<file path="src/rtl/sb_pkg.sv">
// Shared types and the hazard-code lookup for the register scoreboard.
// Optional build macro SCOREBOARD_WB_BYPASS_EN: when defined, the register file
// is write-first, so a writer sitting only in WB needs no stall (code 0).
// When undefined, a WB-only match reports a stall (code 1).
package sb_pkg;

    typedef logic [2:0] sb_code_t;

    localparam sb_code_t SB_READY   = 3'd0;
    localparam sb_code_t SB_STALL   = 3'd1;
    localparam sb_code_t SB_FWD_EX  = 3'd2;
    localparam sb_code_t SB_FWD_MEM = 3'd3;

    typedef struct packed {
        logic       valid;
        logic [2:0] dst;
        logic       is_load;
    } sb_entry_t;

    localparam int SB_NSTAGE = 3;

`ifdef SCOREBOARD_WB_BYPASS_EN
    // Write-first register file: the ID read already sees the WB value.
    localparam sb_code_t SB_WB_CODE = SB_READY;
`else
    // Read-before-write register file: ID must wait one more cycle.
    localparam sb_code_t SB_WB_CODE = SB_STALL;
`endif

    // Youngest matching valid writer wins: EX, then MEM, then WB.
    function automatic sb_code_t sb_lookup(input sb_entry_t ex_e,
                                           input sb_entry_t mem_e,
                                           input sb_entry_t wb_e,
                                           input logic [2:0] r);
        sb_code_t code;
        code = SB_READY;
        if (ex_e.valid && ex_e.dst == r)
            code = ex_e.is_load ? SB_STALL : SB_FWD_EX;
        else if (mem_e.valid && mem_e.dst == r)
            code = SB_FWD_MEM;
        else if (wb_e.valid && wb_e.dst == r)
            code = SB_WB_CODE;
        return code;
    endfunction

endpackage

</file>
<file path="src/rtl/sb_stage.sv">
// One scoreboard tracking entry that mirrors a pipeline register:
// flush beats enable, enable beats hold.
module sb_stage
    import sb_pkg::*;
(
    input  logic      clk,
    input  logic      rst_n,
    input  logic      flush,
    input  logic      en,
    input  sb_entry_t d,
    output sb_entry_t q
);

    sb_entry_t entry_reg;

    // Entry register: cleared on reset or flush, loaded on enable, else held.
    always_ff @(posedge clk or negedge rst_n) begin
        if (!rst_n)
            entry_reg <= '0;
        else if (flush)
            entry_reg <= '0;
        else if (en)
            entry_reg <= d;
    end

    assign q = entry_reg;

endmodule

</file>
<file path="src/rtl/reg_scoreboard.sv">
// Register scoreboard: tracks in-flight writers in EX, MEM and WB and
// produces a per-register hazard/forwarding code for the ID-stage controller,
// plus a saturating stall-cycle counter.
// Optional build macro SCOREBOARD_WB_BYPASS_EN selects the WB-only code
// (see sb_pkg). Codes depend only on entry flops, never on inputs, so the
// controller may derive en/flush from them without a combinational loop.
module reg_scoreboard
    import sb_pkg::*;
#(
    parameter int NREG  = 8,
    parameter int CNT_W = 16
) (
    input  logic                        clk,
    input  logic                        rst_n,
    input  logic                        regwrite_cur,
    input  logic [2:0]                  regwrite_adr_id,
    input  logic                        from_main_mem_id,
    input  logic                        en_idex,
    input  logic                        flush_idex,
    input  logic                        en_exmem,
    input  logic                        flush_exmem,
    input  logic                        en_memwb,
    input  logic                        flush_memwb,
    input  logic                        stall_id,
    output sb_code_t [NREG-1:0]         register_invalid,
    output logic [CNT_W-1:0]            stall_cnt
);

    sb_entry_t [SB_NSTAGE-1:0] stage_d;
    sb_entry_t [SB_NSTAGE-1:0] stage_q;
    logic      [SB_NSTAGE-1:0] stage_flush;
    logic      [SB_NSTAGE-1:0] stage_en;

    logic [CNT_W-1:0] stall_cnt_reg;
    logic [CNT_W-1:0] stall_cnt_next;

    // Stage 0 = EX, 1 = MEM, 2 = WB.
    assign stage_flush = {flush_memwb, flush_exmem, flush_idex};
    assign stage_en    = {en_memwb,    en_exmem,    en_idex};

    genvar gi;
    generate
        for (gi = 0; gi < SB_NSTAGE; gi++) begin : g_stage
            if (gi == 0) begin : g_src_id
                assign stage_d[gi] = '{valid:   regwrite_cur,
                                       dst:     regwrite_adr_id,
                                       is_load: from_main_mem_id};
            end else begin : g_src_prev
                assign stage_d[gi] = stage_q[gi-1];
            end

            sb_stage u_stage (
                .clk   (clk),
                .rst_n (rst_n),
                .flush (stage_flush[gi]),
                .en    (stage_en[gi]),
                .d     (stage_d[gi]),
                .q     (stage_q[gi])
            );
        end

        for (gi = 0; gi < NREG; gi++) begin : g_code
            assign register_invalid[gi] =
                sb_lookup(stage_q[0], stage_q[1], stage_q[2], 3'(gi));
        end
    endgenerate

    // Next stall count: increment on a stalled cycle, stick at all-ones.
    always_comb begin
        stall_cnt_next = stall_cnt_reg;
        if (stall_id && (stall_cnt_reg != {CNT_W{1'b1}}))
            stall_cnt_next = stall_cnt_reg + 1'b1;
    end

    // Stall counter register.
    always_ff @(posedge clk or negedge rst_n) begin
        if (!rst_n)
            stall_cnt_reg <= '0;
        else
            stall_cnt_reg <= stall_cnt_next;
    end

    assign stall_cnt = stall_cnt_reg;

endmodule

</file>
<file path="config.mk">
export PLATFORM = sky130hd
export DESIGN_NAME = reg_scoreboard
export DESIGN_NICKNAME = d
export VERILOG_FILES = /design/src/rtl/sb_pkg.sv /design/src/rtl/sb_stage.sv /design/src/rtl/reg_scoreboard.sv
export SDC_FILE = /design/constraint.sdc
export NUM_CORES = 1
export LEC_CHECK = 0
export CORE_ASPECT_RATIO = 0.7
export CORE_MARGIN = 2
export CORE_UTILIZATION = 40
export DETAILED_ROUTE_END_ITERATION = 16
export GPL_TIMING_DRIVEN = 1
export PLACE_DENSITY = 0.7
export SYNTH_ARGS = -nofsm -noshare
export SYNTH_HDL_FRONTEND = slang
export SYNTH_SLANG_ARGS = --single-unit
export TNS_END_PERCENT = 30
</file>
<file path="constraint.sdc">
create_clock -name clk -period 2.4 [get_ports clk]
set_input_delay 0.72 -clock clk [delete_from_list [all_inputs] [get_ports clk]]
set_output_delay 0.72 -clock clk [all_outputs]
set_load 0.005 [all_outputs]
</file>
==> flow_summary_export.csv <==
group,metric,value,unit
status,status,"finished, violations left",
status,failed_checks,"setup timing",
worst_hold_path,hold_path_depth,1,
timing,finClkSkew,0.003214,ns
finish,antennaDiodeCount,0,
finish,fin_util,58.42,%
die,chipHeight,59.51,um
drt,post_drt_wl_per_cell,14.28,um
clocking,tritoncts,"yes",
clocking,clk_pin_slew_worst_paths,0.06,ns
yosys,synth_area,0.001760,mm2
worst_setup_path,crit_path_start_kind,"flop",
die,start_util,41.14,%
drt,drt_iter0_markers,99,
power_and_ir_drop,p_leak,0.001314,uW
die,coreArea,0.004279,mm2
finish,design_area,0.002500,mm2
yosys,yosysSeqAreaShare,41.22,%
drt,finalWirelength,4.271,mm
timing,period_share,101.9,%
worst_setup_path,worstPathMaxFanout,5,
drt,ant_nets,0,
finish,largest_reg_flops,16,
clocking,root_buffer,"clkbuf_8",
die,rows,20,
clocking,cts_buffer_depth,2,
worst_setup_path,endpoint_kind,"primary output",
timing,clock.fmax,408.8,MHz
die,die_area,0.004956,mm2
worst_hold_path,hold_path_class,"flop to flop",
timing,hold_violations,0,
power_and_ir_drop,powerDensity,564.4,mW/mm2
yosys,synth_edf_count,0,
worst_setup_path,rrSetupSlack,0.66,ns
power_and_ir_drop,ir_drop,0.4222,mV
finish,final_cell_mix,"clkdlybuf4s50_1, nor2_1, dfrtp_1",
flow_run,drv_cap,0,
placed_design,hpwl,3.044,mm
finish,nNetsFinal,258,
clocking,insertion_delay,0.27,ns
global_routing,grt.overflow.total,0,
timing,final-max-slew-violation-count,0,
placed_design,dpl_cell_area,0.002280,mm2
drt,avgViaCountPerCell,5.247,
finish,drive_above_1_share,22.13,%
yosys,synth_cells,185,
global_routing,grtUsageTotal,17.61,%
timing,tightestPinTransition,0.6583,ns
timing,rsz0062_at_grt,"true",
global_routing,grt_pass1_vias,1357,
yosys,ys_warn_count,0,
drt,num_vias,1569,
worst_setup_path,rr_worst_depth,4,
drt,remaining_drc_errors,0,
clocking,cts.htree.levels,2,
worst_setup_path,required,1.68,ns
global_routing,grt_pass1_wl,6.803,mm
worst_setup_path,criticalPathCategory,"flop to primary output",
clocking,cts_made_buffers,5,
timing,setup_viol,2,
drt,firstDrtPassIters,4,
global_routing,grt_max_degree,30,
die,die_w,83.29,um
timing,slew_headroom,55.74,%
timing,setup_ws,-0.04628,ns
yosys,avgSynthCellArea,9.516,um2
finish,fill_cells,342,
yosys,yosysUniqueCellTypes,36,
placed_design,globalplace.congestion,0.8630,
timing,fin_crit,2.446,ns
global_routing,antenna_found_initial,0,
placed_design,io_buffers,45,
yosys,ys_ff_latch,29,
die,ioPinCount,54,
worst_setup_path,critPathArrivalTime,1.73,ns
finish,final_common_cell,"clkdlybuf4s50_1",
clocking,cts_sinks,29,
yosys,async_flop_share,100.0,%
yosys,synth_ff_type,"dfrtp_1",
finish,area.growth.synth_to_final,42.00,%
## Yosys cell counts (all sizes together), types with 2 or more instances
master	instances	area [um2]
clkbuf	5	18.77
a211oi	2	15.01
nand4	7	73.82
a21oi	8	40.04
mux2i	18	180.2
nor3	2	15.01
nand3	17	90.09
a31o	3	26.28
and3	2	12.51
a31oi	6	37.54
and4	2	18.77
mux2	3	37.53
nor2b	9	56.30
dfrtp	29	725.7
nor2	31	116.4
buf	8	60.06
xor2	8	70.07
nand2	12	45.04
## final timing paths
path	from	to
max in group asynchronous	rst_n	g_stage[2].u_stage.q[4]$_DFFE_PN0P_
worst max-delay path	g_stage[0].u_stage.q[3]$_DFFE_PN0P_	register_invalid[1]
min in group asynchronous	rst_n	stall_cnt[0]$_DFFE_PN0P_
worst min register to register	stall_cnt[0]$_DFFE_PN0P_	stall_cnt[0]$_DFFE_PN0P_
worst max register to register	stall_cnt[4]$_DFFE_PN0P_	stall_cnt[10]$_DFFE_PN0P_
worst min-delay path	stall_cnt[0]$_DFFE_PN0P_	stall_cnt[0]$_DFFE_PN0P_
## layer usage
metal	GRT usage, %	vias to the layer above	share of wire [%]
met4	4.918	0	0.63
met3	3.900	2	5.3
li1	-	768	-
met2	24.19	48	44
met5	0	-	0
met1	27.46	751	50
## area by class of cell
cell class | count | area (um2) | area share [%]
Clock buffer | 6 | 72.57 | 2.903
Clock inverter | 2 | 10.01 | 0.4004
Inverter | 1 | 3.754 | 0.1502
Multi-Input combinational cell | 149 | 1059 | 42.34
Sequential cell | 29 | 733.2 | 29.33
Tap cell | 55 | 68.82 | 2.753
Timing Repair Buffer | 57 | 553.0 | 22.12
## critical path, cell delays in order (launching register included)
cell and delay [ns]:
dfrtp_2 0.48, nor2_4 0.14, nand2_1 0.11, nor2_2 0.11, a31o_2 0.11, clkdlybuf4s50_1 0.50
## logic make-up (layout without fill, tap and decap cells)
group / count (synthesis) / count (layout) / synth area share, %
muxes: 21 / 21 / 12.37
and+or+nand+nor: 85 / 85 / 26.65
other: 1 / 8 / 0.2130
AOI/OAI and AO/OA: 25 / 25 / 9.667
buffers and inverters: 14 / 66 / 4.691
xor gates and xnor gates: 9 / 9 / 4.478
DFF: 29 / 29 / 41.22
adders and majority gates: 1 / 1 / 0.7106
## report_power, final
part / total [uW] / leakage, uW / internal, uW / switching (uW)
clock: 378 / 0.0000450 / 200 / 178
combinational: 365 / 0.000892 / 207 / 158
sequential: 668 / 0.000377 / 555 / 113
## per-stage QoR
stage | std cells | power [uW] | setup slack, ns | TNS, ns | hold slack, ns
global placement | 286 | 1015 | 0.1157 | 0 | 0.5122
finish | 299 | 1411 | -0.04628 | -0.08492 | 0.5200
floorplan | 192 | 820.4 | 0.6345 | 0 | 0.4244
global route | 299 | 1499 | -0.1315 | -0.2810 | 0.5684
CTS | 296 | 1416 | -0.08074 | -0.5439 | 0.5271
detailed placement | 286 | 1025 | 0.1164 | 0 | 0.5156
## repair_timing
action	CTS	global route
buffers inserted	2	3
hold buffers	0	0
endpoints found under the setup margin	16	10
pin swaps	3	2
resized for setup	21	22
Power figures use the tool's default switching activity.
